--- config.mk ---
export PLATFORM = sky130hd
export DESIGN_NAME = seg_display_scheduler
export DESIGN_NICKNAME = d
export VERILOG_FILES = /design/src/rtl/seg_display_scheduler.sv
export SDC_FILE = /design/constraint.sdc
export NUM_CORES = 1
export LEC_CHECK = 0
export ABC_AREA = 1
export CORE_MARGIN = 10
export CORE_UTILIZATION = 44
export CTS_CLUSTER_SIZE = 25
export DETAILED_ROUTE_END_ITERATION = 10
export GPL_TIMING_DRIVEN = 0
export PLACE_DENSITY_LB_ADDON = 0.15
export SLEW_MARGIN = 40
export SYNTH_ARGS = -nofsm -noshare
export SYNTH_HDL_FRONTEND = slang
export SYNTH_SLANG_ARGS = --single-unit
--- constraint.sdc ---
create_clock -name clk -period 3.5 [get_ports clk]
set_clock_uncertainty 0.1 [all_clocks]
set_input_delay 0.875 -clock clk [delete_from_list [all_inputs] [get_ports clk]]
set_output_delay 0.875 -clock clk [all_outputs]
set_load 0.005 [all_outputs]
--- src/rtl/seg_display_scheduler.sv ---
// Signed 8-bit result -> three BCD digits (shift-add-3) -> time-multiplexed digit/sign drive for a 4-digit 7-seg decoder.
// Latency: load accepted in IDLE, 8 SHIFT cycles, 1 COMMIT; done pulses 10 cycles after load; display outputs registered (+1 clk).
// Backpressure: none; load while busy is dropped. Optional leading-zero blanking under `SEG_LZ_BLANK_EN.
module seg_display_scheduler #(
    parameter int REFRESH_BITS = 17
) (
    input  logic       clk,
    input  logic       rst_n,
    input  logic [7:0] value,
    input  logic       load,
    output logic       busy,
    output logic       done,
    output logic       en,
    output logic [1:0] count,
    output logic [3:0] num,
    output logic       sign
);

    typedef enum logic [1:0] {
        IDLE   = 2'd0,
        SHIFT  = 2'd1,
        COMMIT = 2'd2
    } state_t;

    state_t      state, state_nxt;
    logic [7:0]  mag, mag_nxt;
    logic [11:0] bcd, bcd_nxt, bcd_adj;
    logic [3:0]  iter, iter_nxt;
    logic        neg_p, neg_p_nxt;
    logic        busy_nxt, done_nxt;
    logic [3:0]  dig0, dig1, dig2;
    logic [3:0]  dig0_nxt, dig1_nxt, dig2_nxt;
    logic        neg_c, neg_c_nxt;

    logic [REFRESH_BITS-1:0] pre;
    logic [1:0]              slot_nxt;
    logic [3:0]              num_nxt;
    logic                    en_nxt;

    function automatic logic [3:0] add3(input logic [3:0] d);
        return (d >= 4'd5) ? d + 4'd3 : d;
    endfunction

    // Conversion FSM: next state and datapath
    always_comb begin
        state_nxt = state;
        mag_nxt   = mag;
        bcd_nxt   = bcd;
        iter_nxt  = iter;
        neg_p_nxt = neg_p;
        busy_nxt  = busy;
        done_nxt  = 1'b0;
        dig0_nxt  = dig0;
        dig1_nxt  = dig1;
        dig2_nxt  = dig2;
        neg_c_nxt = neg_c;
        bcd_adj   = {add3(bcd[11:8]), add3(bcd[7:4]), add3(bcd[3:0])};
        case (state)
            IDLE: begin
                if (load) begin
                    // Two's-complement negate; 8'h80 maps to 128 as an unsigned magnitude.
                    mag_nxt   = value[7] ? (~value + 8'd1) : value;
                    neg_p_nxt = value[7];
                    bcd_nxt   = 12'd0;
                    iter_nxt  = 4'd8;
                    busy_nxt  = 1'b1;
                    state_nxt = SHIFT;
                end
            end
            SHIFT: begin
                bcd_nxt  = {bcd_adj[10:0], mag[7]};
                mag_nxt  = {mag[6:0], 1'b0};
                iter_nxt = iter - 4'd1;
                if (iter == 4'd1) begin
                    state_nxt = COMMIT;
                end
            end
            COMMIT: begin
                dig0_nxt  = bcd[3:0];
                dig1_nxt  = bcd[7:4];
                dig2_nxt  = bcd[11:8];
                neg_c_nxt = neg_p;
                done_nxt  = 1'b1;
                busy_nxt  = 1'b0;
                state_nxt = IDLE;
            end
            default: begin
                state_nxt = IDLE;
                busy_nxt  = 1'b0;
            end
        endcase
    end

    always_ff @(posedge clk or negedge rst_n) begin
        if (!rst_n) begin
            state <= IDLE;
            mag   <= 8'd0;
            bcd   <= 12'd0;
            iter  <= 4'd0;
            neg_p <= 1'b0;
            busy  <= 1'b0;
            done  <= 1'b0;
            dig0  <= 4'd0;
            dig1  <= 4'd0;
            dig2  <= 4'd0;
            neg_c <= 1'b0;
        end else begin
            state <= state_nxt;
            mag   <= mag_nxt;
            bcd   <= bcd_nxt;
            iter  <= iter_nxt;
            neg_p <= neg_p_nxt;
            busy  <= busy_nxt;
            done  <= done_nxt;
            dig0  <= dig0_nxt;
            dig1  <= dig1_nxt;
            dig2  <= dig2_nxt;
            neg_c <= neg_c_nxt;
        end
    end

    // Refresh scheduler: slot advances when the prescaler wraps; mux uses the digits committed so far.
    always_comb begin
        slot_nxt = (&pre) ? count + 2'd1 : count;
        case (slot_nxt)
            2'd0:    num_nxt = dig0;
            2'd1:    num_nxt = dig1;
            2'd2:    num_nxt = dig2;
            default: num_nxt = 4'd0;
        endcase
        en_nxt = 1'b1;
`ifdef SEG_LZ_BLANK_EN
        if (slot_nxt == 2'd2 && dig2 == 4'd0) begin
            en_nxt = 1'b0;
        end
        if (slot_nxt == 2'd1 && dig2 == 4'd0 && dig1 == 4'd0) begin
            en_nxt = 1'b0;
        end
`endif
    end

    always_ff @(posedge clk or negedge rst_n) begin
        if (!rst_n) begin
            pre   <= '0;
            count <= 2'd0;
            num   <= 4'd0;
            en    <= 1'b1;
            sign  <= 1'b1;
        end else begin
            pre   <= pre + {{(REFRESH_BITS-1){1'b0}}, 1'b1};
            count <= slot_nxt;
            num   <= num_nxt;
            en    <= en_nxt;
            sign  <= ~neg_c;
        end
    end

endmodule

==> flow_metrics.py, run 1 <==
metrics = {
    "setup_path": {
        "setup.worst_path.end_class": "output pin",
        "critPathTopFamily": "flip-flops",
        "worst-endpoint-required_ns": 2.52,
        "timing.critical_path.from_type": "flip-flop",
        "critical_path_peak_fanout": 1,
        "worst_path_max_delay_cell": "sky130_fd_sc_hd__dfstp_2",
        "crit_type": "flip-flop to output pin",
        "critical_path.cell_chain": "clkdlybuf4s50_1",
        "crit_buf_inv": 1,
        "cp.arrival_ns": 1.34,
        "cpPeakStageDelay_ns": 0.52,
    },
    "floorplanning": {
        "die_area_um2": 11000,
        "starting_density_pct": 45.91,
        "ioPinCount": 21,
        "die_width_um": 104.9,
        "core_region_area_um2": 6907,
        "std_cell_rows": 30,
        "fp.dieH_um": 104.9,
    },
    "route": {
        "postRouteAntennaNets": 0,
        "drt_first_iter_violations": 167,
        "vias_per_inst": 4.800,
        "first_pass_iters": 4,
        "drc_errors": 0,
        "vias": 2400,
        "routed_wl_mm": 5.889,
        "avgRoutedWirePerCell_um": 11.78,
    },
    "placed_design": {
        "hpwlAfterDp_mm": 4.313,
        "place.port_buffers": 18,
        "finalWeightedCongestion": 0.8174,
    },
    "clock_network": {
        "cts.root.buffer_cell": "sky130_fd_sc_hd__clkbuf_8",
        "cts_tree": "yes",
        "cts-hold-fix-buffers": 0,
        "clk_latency_ns": 0.33,
        "h-tree-depth": 3,
        "number_of_cts_inserted_buffers": 9,
        "post_cts_setup_buffer_count": 0,
        "clk_pin_slew_ns": 0.07,
        "clockBufferDepth": 2,
        "cts.sink_count": 66,
        "post_cts_resize_count": 0,
    },
    "cells_and_area": {
        "num-nets-final": 422,
        "multi_input_gate_area_in_the_final_layout_um2": 1320,
        "antenna_cells_inserted": 0,
        "area.sequential_um2": 1653,
        "syn_to_final_growth_pct": 16.46,
        "layout-drive-gt1-share_pct": 9.653,
        "filler_cell_count": 683,
    },
    "timing": {
        "setup_viol": 0,
        "fin_crit_sh_pct": 66.11,
        "final_report_max_slew_violation_count": 0,
        "fin_crit_ns": 2.314,
        "whs_ns": 0.2748,
        "rsz0062_at_grt": "no",
        "hold_viol": 0,
        "max_clock_freq_mhz": 432.2,
    },
    "global_routing": {
        "pin_count_of_the_biggest_net_entering_global_routing": 35,
        "grtUsageTotal_pct": 11.21,
        "number_of_antenna_violations_at_the_first_check_in_global_routing": 0,
        "globalRoute.totalOverflow": 0,
        "grt_pass1_wl_mm": 10.32,
        "vias_in_the_first_global_route": 2335,
    },
    "pwr": {
        "ir_drop_mv": 0.2763,
        "power_report.internal_total_mw": 1.724,
        "design_power_total_mw": 2.635,
        "power.share.combinational_pct": 31.5,
        "swShare_pct": 34.55,
        "clockPowerShare_pct": 24.9,
        "power.share.sequential_pct": 43.6,
        "cellLeakagePower_nw": 1.762,
        "power.net_switching_mw": 0.9103,
        "p_per_area_nw_per_um2": 713.6,
    },
    "min_path": {
        "hold_path_class": "flip-flop to flip-flop",
    },
    "logic_synthesis": {
        "syn_area_um2": 3171,
        "avgSynthCellArea_um2": 8.569,
        "cell_accounting_for_the_most_synthesized_area": "sky130_fd_sc_hd__dfrtp_1",
        "synthesis.instances": 370,
        "synthTopCellsByArea": "sky130_fd_sc_hd__dfrtp_1 51%, sky130_fd_sc_hd__nand2_1 13%, sky130_fd_sc_hd__nand3_1 4.9%",
        "synth-seq-cells": 66,
        "syn-num-nets": 392,
        "synth_largest_type_area_fraction_pct": 51.30,
        "yosysUniqueCellTypes": 31,
        "synth-warning-count": 0,
        "synth-seq-area-share_pct": 52.13,
    },
    "outcome": {
        "run_status": "finished clean",
    },
    "flow_run": {
        "timing.max_cap.violations": 0,
    },
}
-- registers in the layout, indices dropped and copies added, names as in the netlist --
name,cells
state,2
mag,8
count,2
done,1
iter,4
dig2,4
dig1,4
sign,1
busy,1
neg_c,1
num,4
bcd,12
dig0,4
pre,17
neg_p,1
-- per-stage QoR --
stage                     TNS, ns  cell area (µm²)  util (%)  setup slack, ns  cells
final                           0             3692     53.46            1.186    500
after CTS                       0             3692     53.46            1.164    500
after global placement     -48.17             3471     50.25          -0.7438    484
after detailed placement        0             3488     50.51            1.272    485
after floorplan                 0             3171         -            1.688    370
after global routing            0             3692     53.46            1.150    500
-- power groups by stage --
stage	combinational, mW	sequential [mW]	clock [mW]
floorplan	0.613	1.13	0
global placement	0.804	1.16	0
detailed placement	0.834	1.16	0
CTS	0.842	1.15	0.671
global route	0.964	1.18	0.702
finish	0.830	1.15	0.657
-- synth_stat cells (all sizes together) --
master,n
nand2,110
dfrtp,65
inv,38
nor2,37
o21ai,34
nand3,32
ha,11
buf,7
xnor2,6
xor2,6
a21oi,4
nand4,4
o211ai,4
a22oi,3
nor3,2
o21bai,2
a31oi,1
and2,1
conb,1
dfstp,1
o22ai,1
-- layout make-up --
type	count	share of cell area, %
Clock buffer	13	4.575
Inverter	38	3.931
Multi-Input combinational cell	259	35.75
Sequential cell	66	44.76
Buffer	7	1.423
Clock inverter	2	0.9488
Timing Repair Buffer	19	5.354
Tap cell	96	3.253
-- cells by family after synthesis --
family	count (synthesis)	share of synthesized area [%]
AOI/OAI and AO/OA	49	8.998
xor gates and xnor gates	12	3.315
adders and majority gates	11	4.341
buffers and inverters	45	6.235
DFF	66	52.13
other	1	0.1183
and+or+nand+nor	186	24.86
-- per-layer routing --
metal | up-vias | GRT usage (%) | wire [µm]
met5 | - | 0 | 0
met4 | 0 | 5.980 | 117
met3 | 11 | 2.703 | 208
met2 | 38 | 17.39 | 2616
met1 | 1104 | 14.12 | 2946
li1 | 1247 | - | -
-- cell usage in the layout (no fill, tap or decap), types with 2 or more instances in the layout --
cell	count
sky130_fd_sc_hd__nor3_1	2
sky130_fd_sc_hd__nor2_1	34
sky130_fd_sc_hd__clkbuf_8	12
sky130_fd_sc_hd__a22oi_1	3
sky130_fd_sc_hd__o21ai_0	17
sky130_fd_sc_hd__o211ai_1	4
sky130_fd_sc_hd__nand4_1	4
sky130_fd_sc_hd__ha_1	11
sky130_fd_sc_hd__xor2_1	6
sky130_fd_sc_hd__xnor2_1	6
sky130_fd_sc_hd__a21oi_1	4
sky130_fd_sc_hd__nand3_1	31
sky130_fd_sc_hd__dfrtp_1	65
sky130_fd_sc_hd__nor2_4	2
sky130_fd_sc_hd__inv_2	6
sky130_fd_sc_hd__buf_4	3
sky130_fd_sc_hd__nand2_1	107
sky130_fd_sc_hd__clkdlybuf4s50_1	17
sky130_fd_sc_hd__o21ai_1	17
sky130_fd_sc_hd__buf_6	2
sky130_fd_sc_hd__nand2_2	2
sky130_fd_sc_hd__inv_1	31
sky130_fd_sc_hd__o21bai_1	2
sky130_fd_sc_hd__buf_2	3
-- worst paths after layout --
| check | start | endpoint | slack, ns | cells past startpoint |
|---|---|---|---|---|
| worst max-delay path | sign | sign | 1.19 | 1 |
| worst min-delay path | neg_c | sign | 0.27 | 1 |
| worst max register to register | pre[0] | num[0] | 1.42 | 13 |
| worst min register to register | neg_c | sign | 0.27 | 1 |
| max in group asynchronous | rst_n | bcd[6] | 2.40 | 2 |
| min in group asynchronous | rst_n | pre[6] | 0.37 | 1 |
(Power assumes the default switching activity.)
==> inputs of run 2 (changes only) <==
clock period = 2.2 ns   (was 3.5 ns; I/O delays follow)
==> flow_metrics.py, run 2 (synthesis results as in run 1) <==
metrics = {
    "clock_network": {
        "cts.root.buffer_cell": "sky130_fd_sc_hd__clkbuf_8",
        "cts_tree": "yes",
        "number_of_cts_inserted_buffers": 9,
        "clockBufferDepth": 2,
        "h-tree-depth": 3,
        "clk_latency_ns": 0.33,
        "clk_pin_slew_ns": 0.08,
        "cts.sink_count": 66,
    },
    "pwr": {
        "power.share.sequential_pct": 43.5,
        "power_report.internal_total_mw": 2.743,
        "clockPowerShare_pct": 25.0,
        "p_per_area_nw_per_um2": 1130,
        "cellLeakagePower_nw": 1.771,
        "power.net_switching_mw": 1.452,
        "design_power_total_mw": 4.195,
        "swShare_pct": 34.61,
        "power.share.combinational_pct": 31.4,
        "ir_drop_mv": 0.4395,
    },
    "floorplanning": {
        "die_area_um2": 11000,
        "fp.dieH_um": 104.9,
        "core_region_area_um2": 6907,
        "ioPinCount": 21,
        "std_cell_rows": 30,
        "starting_density_pct": 45.91,
        "die_width_um": 104.9,
    },
    "cells_and_area": {
        "final_standard_cell_utilization_of_the_core_pct": 53.75,
        "top_regs": "pre: 17 flops, bcd: 12 flops, mag: 8 flops",
        "area.sequential_um2": 1653,
        "number_of_flip_flops_in_the_largest_register": 17,
        "layout.cells.most_common": "sky130_fd_sc_hd__nand2_1",
        "antenna_cells_inserted": 0,
        "final_area_um2": 3712,
        "layout-drive-gt1-share_pct": 10.62,
        "syn_to_final_growth_pct": 17.09,
        "multi_input_gate_area_in_the_final_layout_um2": 1333,
        "num-nets-final": 423,
        "most_frequent_cells_in_the_layout": "107 x sky130_fd_sc_hd__nand2_1, 65 x sky130_fd_sc_hd__dfrtp_1, 32 x sky130_fd_sc_hd__nor2_1, 31 x sky130_fd_sc_hd__inv_1, 31 x sky130_fd_sc_hd__nand3_1",
        "largest-register": "pre",
        "filler_cell_count": 679,
    },
    "route": {
        "drt_first_iter_violations": 173,
        "routed_wl_mm": 5.915,
        "drc_errors": 0,
        "vias": 2403,
        "postRouteAntennaNets": 0,
        "vias_per_inst": 4.796,
        "first_pass_iters": 4,
        "avgRoutedWirePerCell_um": 11.81,
    },
    "setup_path": {
        "worst_path_max_delay_cell": "sky130_fd_sc_hd__dfrtp_1",
        "critPathMostFrequentCell": "sky130_fd_sc_hd__nand2_1",
        "timing.critical_path.from_type": "flip-flop",
        "cp.arrival_ns": 2.16,
        "cpPeakStageDelay_ns": 0.41,
        "crit_type": "flip-flop to flip-flop",
        "setup.worst_path.end_class": "flip-flop",
        "critical_path.cell_chain": "ha_2 > nand2_1 > inv_1 > nand3_1 > nor2_1 > ha_1 > nand2_1 > inv_2 > nor2_2 > inv_2 > nor2_4 > nand2_1 > nand3_1",
        "critical_path_peak_fanout": 5,
        "worst-r2r-cell-count": 13,
        "worst-endpoint-required_ns": 2.37,
    },
    "placed_design": {
        "finalWeightedCongestion": 0.8174,
        "post-place-ws_ns": 0.1227,
        "place.port_buffers": 18,
        "total_placed_instance_area_um2": 3488,
        "hpwlAfterDp_mm": 4.313,
    },
    "timing": {
        "fin_crit_ns": 1.998,
        "max_clock_freq_mhz": 500.6,
        "finalWorstSetupSlack_ns": 0.2024,
        "hold_viol": 0,
        "final_report_max_slew_violation_count": 0,
        "setup_viol": 0,
        "fin_crit_sh_pct": 90.80,
        "total_negative_setup_slack_ns": 0,
    },
    "global_routing": {
        "grtUsageTotal_pct": 11.21,
        "pin_count_of_the_biggest_net_entering_global_routing": 35,
        "number_of_antenna_violations_at_the_first_check_in_global_routing": 0,
        "globalRoute.totalOverflow": 0,
        "grt_pass1_wl_mm": 10.32,
        "vias_in_the_first_global_route": 2335,
    },
    "flow_run": {
        "timing.max_cap.violations": 0,
    },
    "outcome": {
        "run_status": "finished clean",
    },
    "min_path": {
        "hold_path_class": "primary input to async pin",
    },
}
run 2: what timing repair did:
item                                    in CTS  in global routing
gates resized for setup                      0                  4
endpoints found under the setup margin       0                  4
hold buffers                                 0                  0
buffers inserted                             0                  1
run 2: power groups by stage:
stage	sequential, mW	combinational [mW]	clock [mW]
after detailed placement	1.85	1.33	0
after floorplan	1.79	0.976	0
after CTS	1.83	1.34	1.07
after global placement	1.84	1.28	0
after global routing	1.88	1.53	1.12
final	1.83	1.32	1.05
run 2: area by class of cell:
class	count	area share, %
inverter	38	3.910
multi-input combinational	259	35.89
tap	96	3.236
buffer	7	1.416
sequential	66	44.52
clock buffer	13	4.550
timing repair buffer	20	5.527
clock inverter	2	0.9437
run 2: final timing paths:
| kind | start | to | slack [ns] |
|---|---|---|---|
| worst max-delay path | pre[0] | num[1] | 0.20 |
| worst max register to register | pre[0] | num[1] | 0.20 |
| min in group clk | neg_c | sign | 0.27 |
| worst min-delay path | rst_n | pre[6] | 0.05 |
| max in group asynchronous | rst_n | bcd[1] | 1.42 |
| worst min register to register | neg_c | sign | 0.27 |
run 2: per-layer routing:
metal	routed length [µm]	up-vias	GRT usage [%]
met5	0	-	0
li1	-	1248	-
met1	2994	1106	14.12
met4	136	0	5.980
met3	196	11	2.703
met2	2587	38	17.39
run 2: critical path: cells and delay by family, from the launching register on:
kind          cells  cell delay [ns]
fa+ha+maj         2             0.41
buf+inv           3             0.22
flops             1             0.41
simple gates      8             0.80
run 2: stage by stage:
step	cells	hold slack [ns]
6_report	501	0.04576
5_1_grt	501	0.07244
4_1_cts	500	0.06007
3_5_place_dp	485	0.2645
3_3_place_gp	484	0.2555
2_1_floorplan	370	0.1544
